**src/rtl/register_rx_if.sv**
```systemverilog
// register_rx_if: byte-receive bus of the UART receive register.
//   tick_i  : one-cycle enable at OVS x baud
//   rx_i    : serial line, idle high, asynchronous to the clock
//   ack_i   : consumer has taken data_o
//   data_o  : last accepted byte
//   valid_o : data_o holds an unacknowledged byte
//   ferr_o  : framing error (sticky until the next good frame)
//   ovr_o   : a frame completed while valid_o was high
//   busy_o  : receiver is not idle
// master = line/consumer side, slave = receiver.
interface register_rx_if #(
    parameter int NBIT = 8
);
    logic            tick_i;
    logic            rx_i;
    logic            ack_i;
    logic [NBIT-1:0] data_o;
    logic            valid_o;
    logic            ferr_o;
    logic            ovr_o;
    logic            busy_o;

    modport master (
        output tick_i, rx_i, ack_i,
        input  data_o, valid_o, ferr_o, ovr_o, busy_o
    );

    modport slave (
        input  tick_i, rx_i, ack_i,
        output data_o, valid_o, ferr_o, ovr_o, busy_o
    );
endinterface

```
**src/rtl/register_rx.sv**
```systemverilog
// register_rx: UART 8-N-1 receive register with 16x oversampling.
// Recovers frames from bus.rx_i, presents each byte on data_o with a
// valid/ack handshake, and flags framing errors and overruns.
//   clk_i : system clock
//   rst_i : asynchronous active-low reset
//   bus   : register_rx_if.slave (tick_i, rx_i, ack_i in;
//           data_o, valid_o, ferr_o, ovr_o, busy_o out)
// Optional feature macro: RX_MAJORITY_EN -- each sample point takes the
// majority of three consecutive tick samples centred on the nominal tick;
// decisions land one tick later.
module register_rx #(
    parameter int OVS  = 16,
    parameter int NBIT = 8
) (
    input  logic         clk_i,
    input  logic         rst_i,
    register_rx_if.slave bus
);

    localparam int CW = $clog2(OVS);
    localparam int BW = (NBIT > 1) ? $clog2(NBIT) : 1;
`ifdef RX_MAJORITY_EN
    localparam int MAJ = 1;
`else
    localparam int MAJ = 0;
`endif
    // The start decision is taken on the tick where cnt would reach OVS/2-1,
    // i.e. tick OVS/2-1 after the detection tick. With majority voting the
    // whole sampling grid slides one tick later, so only this point moves;
    // data/stop points stay OVS ticks apart.
    localparam logic [CW-1:0] START_PT = CW'(OVS/2 - 2 + MAJ);
    localparam logic [CW-1:0] BIT_PT   = CW'(OVS - 1);
    localparam logic [BW-1:0] LAST_BIT = BW'(NBIT - 1);

    typedef enum logic [2:0] {S_IDLE, S_START, S_DATA, S_STOP, S_WAIT} state_t;

    state_t          state;
    logic [CW-1:0]   cnt;
    logic [BW-1:0]   bidx;
    logic [NBIT-1:0] sh;
    logic            rx_m, rx_s;
    logic            smp;
    logic [NBIT-1:0] data_q;
    logic            valid_q, ferr_q, ovr_q, busy_q;

    // Two-flop synchronizer; idles high so reset does not look like a start bit.
    always_ff @(posedge clk_i or negedge rst_i) begin
        if (!rst_i) begin
            rx_m <= 1'b1;
            rx_s <= 1'b1;
        end else begin
            rx_m <= bus.rx_i;
            rx_s <= rx_m;
        end
    end

`ifdef RX_MAJORITY_EN
    // hist[1] = rx_s two ticks ago, hist[0] = one tick ago.
    logic [1:0] hist;

    always_ff @(posedge clk_i or negedge rst_i) begin
        if (!rst_i)          hist <= 2'b11;
        else if (bus.tick_i) hist <= {hist[0], rx_s};
    end

    assign smp = (hist[1] & hist[0]) | (hist[1] & rx_s) | (hist[0] & rx_s);
`else
    assign smp = rx_s;
`endif

    always_ff @(posedge clk_i or negedge rst_i) begin
        if (!rst_i) begin
            state   <= S_IDLE;
            cnt     <= '0;
            bidx    <= '0;
            sh      <= '0;
            data_q  <= '0;
            valid_q <= 1'b0;
            ferr_q  <= 1'b0;
            ovr_q   <= 1'b0;
            busy_q  <= 1'b0;
        end else begin
            // Consumer ack; a commit in the same cycle overrides below.
            if (bus.ack_i && valid_q) begin
                valid_q <= 1'b0;
                ovr_q   <= 1'b0;
            end
            if (bus.tick_i) begin
                case (state)
                    S_IDLE: begin
                        if (!rx_s) begin
                            state  <= S_START;
                            cnt    <= '0;
                            busy_q <= 1'b1;
                        end
                    end
                    S_START: begin
                        if (cnt == START_PT) begin
                            cnt <= '0;
                            if (!smp) begin
                                state <= S_DATA;
                                bidx  <= '0;
                            end else begin
                                // line came back high: glitch, not a start bit
                                state  <= S_IDLE;
                                busy_q <= 1'b0;
                            end
                        end else begin
                            cnt <= cnt + 1'b1;
                        end
                    end
                    S_DATA: begin
                        if (cnt == BIT_PT) begin
                            cnt <= '0;
                            sh  <= {smp, sh[NBIT-1:1]};
                            if (bidx == LAST_BIT) begin
                                bidx  <= '0;
                                state <= S_STOP;
                            end else begin
                                bidx <= bidx + 1'b1;
                            end
                        end else begin
                            cnt <= cnt + 1'b1;
                        end
                    end
                    S_STOP: begin
                        if (cnt == BIT_PT) begin
                            cnt <= '0;
                            if (smp) begin
                                state  <= S_IDLE;
                                busy_q <= 1'b0;
                                ferr_q <= 1'b0;
                                if (!valid_q || bus.ack_i) begin
                                    // free slot, or the old byte leaves this cycle
                                    data_q  <= sh;
                                    valid_q <= 1'b1;
                                    ovr_q   <= ovr_q;
                                end else begin
                                    ovr_q <= 1'b1;
                                end
                            end else begin
                                ferr_q <= 1'b1;
                                state  <= S_WAIT;
                            end
                        end else begin
                            cnt <= cnt + 1'b1;
                        end
                    end
                    S_WAIT: begin
                        // break / stuck-low line: hold off until it is released
                        if (rx_s) begin
                            state  <= S_IDLE;
                            busy_q <= 1'b0;
                        end
                    end
                    default: begin
                        state  <= S_IDLE;
                        busy_q <= 1'b0;
                    end
                endcase
            end
        end
    end

    assign bus.data_o  = data_q;
    assign bus.valid_o = valid_q;
    assign bus.ferr_o  = ferr_q;
    assign bus.ovr_o   = ovr_q;
    assign bus.busy_o  = busy_q;

endmodule

```
**src/flat_wrapper.sv**
```systemverilog
// flat-port wrapper written by rule: the top's interface ports become plain ports
module register_rx_flat 
#(
    parameter int OVS  = 16,
    parameter int NBIT = 8
)
  (clk_i, rst_i, bus_tick_i, bus_rx_i, bus_ack_i, bus_data_o, bus_valid_o, bus_ferr_o, bus_ovr_o, bus_busy_o);
  register_rx_if #(.NBIT(NBIT)) bus_i ();
  input  logic clk_i;
  input  logic rst_i;
  input wire logic [$bits(bus_i.tick_i)-1:0] bus_tick_i;
  input wire logic [$bits(bus_i.rx_i)-1:0] bus_rx_i;
  input wire logic [$bits(bus_i.ack_i)-1:0] bus_ack_i;
  output wire logic [$bits(bus_i.data_o)-1:0] bus_data_o;
  output wire logic [$bits(bus_i.valid_o)-1:0] bus_valid_o;
  output wire logic [$bits(bus_i.ferr_o)-1:0] bus_ferr_o;
  output wire logic [$bits(bus_i.ovr_o)-1:0] bus_ovr_o;
  output wire logic [$bits(bus_i.busy_o)-1:0] bus_busy_o;
  assign bus_i.tick_i = bus_tick_i;
  assign bus_i.rx_i = bus_rx_i;
  assign bus_i.ack_i = bus_ack_i;
  assign bus_data_o = bus_i.data_o;
  assign bus_valid_o = bus_i.valid_o;
  assign bus_ferr_o = bus_i.ferr_o;
  assign bus_ovr_o = bus_i.ovr_o;
  assign bus_busy_o = bus_i.busy_o;
  register_rx #(.OVS(OVS), .NBIT(NBIT)) u_core (.clk_i(clk_i), .rst_i(rst_i), .bus(bus_i));
endmodule
```
**config.mk**
```make
export PLATFORM = sky130hd
export DESIGN_NAME = register_rx_flat
export DESIGN_NICKNAME = d
export VERILOG_FILES = /design/src/rtl/register_rx_if.sv /design/src/rtl/register_rx.sv /design/src/flat_wrapper.sv
export SDC_FILE = /design/constraint.sdc
export NUM_CORES = 1
export LEC_CHECK = 0
export ABC_AREA = 1
export CAP_MARGIN = 20
export CORE_MARGIN = 2
export CORE_UTILIZATION = 50
export DETAILED_ROUTE_END_ITERATION = 10
export PLACE_DENSITY = 0.82
export SYNTH_ARGS = -nofsm -noshare
export SYNTH_HDL_FRONTEND = slang
export SYNTH_SLANG_ARGS = --single-unit
```
**constraint.sdc**
```tcl
create_clock -name clk_i -period 1.3 [get_ports clk_i]
set_input_delay 0.195 -clock clk_i [delete_from_list [all_inputs] [get_ports clk_i]]
set_output_delay 0.195 -clock clk_i [all_outputs]
set_load 0.05 [all_outputs]
```
==> out/metrics.yaml <==
outcome: "finished, violations left"
violations: "setup timing"
async_reset_ff_frac: 1.00
place_congestion: 0.884
regArea_um2: 808
max_slew.worst_pin.slew_ns: 0.291
placed_area_um2: 2150
holdWs_ns: 0.192
core_area_um2: 3030
arrival_ns: 1.71
leakage_nw: 1.23
area_delta_synth_final_pct: 65.4
nets: 258
rows: 20
ys_types: 23
post_drt_via_cell_ratio: 5.27
pin_count: 17
synthesis.area_um2: 1590
dr_total_vias: 1550
power_w: 0.00331
path_max_fanout: 3
drive_gt1_frac: 0.544
postSynthAreaPerCell_um2: 8.39
cts_hold_buf: 0
design_area_um2: 2620
final_common_cell: "nand2_1"
rsz0062_at_grt: "true"
synth_seq_cells: 32
start_kind: "flop"
start_util: 0.524
portBuffers: 16
clk_pin_slew_ns: 0.11
fillCellCount: 150
grt_first_pass_wirelength_um: 6500
track_usage: 0.246
cts_inserted_buffers: 5
placed_cells: 275
slew_viol_final: 0
antenna_found_initial: 0
cts.path.max_buffers: 2
clock_latency_ns: 0.34
cts_tree: "yes"
fin_crit_sh: 1.10
r2r_cells: 8
hold_violations: 0
htree_levels: 2
setup_slack_ns: -0.127
first_pass_iters: 5
syn_inst: 189
synth_edf_count: 0
pwr_density_cell_nw_per_um2: 1260
slew_headroom: 0.805
hpwlAfterDp_um: 2450
final_cell_count_no_fill: 294
die_w_um: 60.3
critPathCaptureType: "flop"
multiInputGateArea_um2: 922
setup_violations: 28
avgRoutedWirePerCell_um: 15.3
cp.required_ns: 1.59
layout_common_cells: "nand2_1, buf_4, dfrtp_1, nand2_2, inv_1"
drc: 0
die-area_um2: 3640
critPathKind: "flop to flop"
synth_nets: 198
grt_pass1_vias: 1528
grt_max_degree: 33
peakVddDrop_mv: 0.780
seq_area_frac_synth: 0.506
totalWireLength_um: 4490
hold_path.class: "input port to asynchronous set/reset pin"
cts_sinks: 32
die_y_um: 60.3
ant_nets: 0
drt_iter0_markers: 68
diodes: 0
cap_violations: 0
cts_root_buf: "clkbuf_4"
fin_crit_ns: 1.43
fmax_mhz: 701
overflow: 0
synthFlopType: "dfrtp_1"
skew_ns: 0.00628
yosysWarnings: 0
==> layer usage <==
layer | vias to the layer above | track usage | wire [µm]
met5 | - | 0 | 0
met4 | 0 | 0.133 | 134
met3 | 14 | 0.0618 | 202
met2 | 54 | 0.419 | 2280
met1 | 763 | 0.284 | 1870
li1 | 719 | - | -
==> cells in the mapped netlist, types with 3 or more instances <==
library cell / number / area [µm²]
nand2_1: 61 / 229
dfrtp_1: 30 / 751
inv_1: 19 / 71.3
nand3_1: 17 / 85.1
nor2_1: 17 / 63.8
o21ai_0: 11 / 55.1
o21ai_2: 8 / 70.1
ha_1: 4 / 50.1
nand2_2: 3 / 18.8
==> kinds of logic after synthesis <==
group | Yosys count | synth area share
buffers and inverters | 24 | 0.0670
DFF | 32 | 0.506
adders and majority gates | 4 | 0.0315
and+or+nand+nor | 106 | 0.300
xor gates and xnor gates | 1 | 0.00552
AOI/OAI and AO/OA | 22 | 0.0891
==> cell type report <==
class / count / area share
clock buffers: 7 / 0.0248
clock inverters: 1 / 0.0114
inverters: 20 / 0.0286
multi-input cells: 133 / 0.351
flip-flops and latches: 32 / 0.308
well taps: 44 / 0.0210
repair buffers: 57 / 0.255
==> worst paths after layout <==
kind                                 from          endpoint  slack [ns]
max in group asynchronous           rst_i       u_core.rx_s        0.86
max reg2reg                u_core.bidx[1]   u_core.state[1]       -0.13
min                                 rst_i  u_core.bus.ovr_o        0.19
max                        u_core.bidx[1]   u_core.state[1]       -0.13
min reg2reg                   u_core.rx_m       u_core.rx_s        0.37
min in group clk_i               bus_rx_i       u_core.rx_m        0.26
==> registers in the layout, summed over array words and instances, names as in the netlist <==
register	flops
u_core.state	3
u_core.bidx	3
u_core.bus.ferr_o	1
u_core.bus.ovr_o	1
u_core.bus.data_o	8
u_core.bus.valid_o	1
u_core.bus.busy_o	1
u_core.rx_s	1
u_core.rx_m	1
u_core.cnt	4
u_core.sh	8
==> stage by stage <==
step / utilization / setup WS (ns) / setup TNS [ns]
floorplan: - / -0.0482 / -0.0967
global placement: 0.711 / -0.159 / -2.90
detailed placement: 0.711 / -0.194 / -3.58
CTS: 0.798 / -0.0732 / -1.37
global route: 0.867 / -0.187 / -3.89
finish: 0.867 / -0.127 / -1.97
==> power by group <==
part	switching (W)	internal, W
registers	0.000120	0.00107
logic	0.000655	0.000587
clock network	0.000366	0.000510
total	0.00114	0.00217
==> timing repair <==
item                                    in CTS  in global routing
endpoints found under the setup margin      30                 30
gates cloned                                 0                  2
setup buffers                                4                  5
gates resized for setup                     45                 35
pin swaps                                   10                  8
==> worst max-delay path: stages (launching register included) <==
cell and delay, ns:
dfrtp_1 0.42, ha_2 0.22, ha_4 0.15, nand3b_1 0.19
nand2_2 0.12, nor2_4 0.05, nand2_2 0.10, nand2_1 0.07
nand2_1 0.07
No activity file was read; power rests on OpenSTA's default activity.
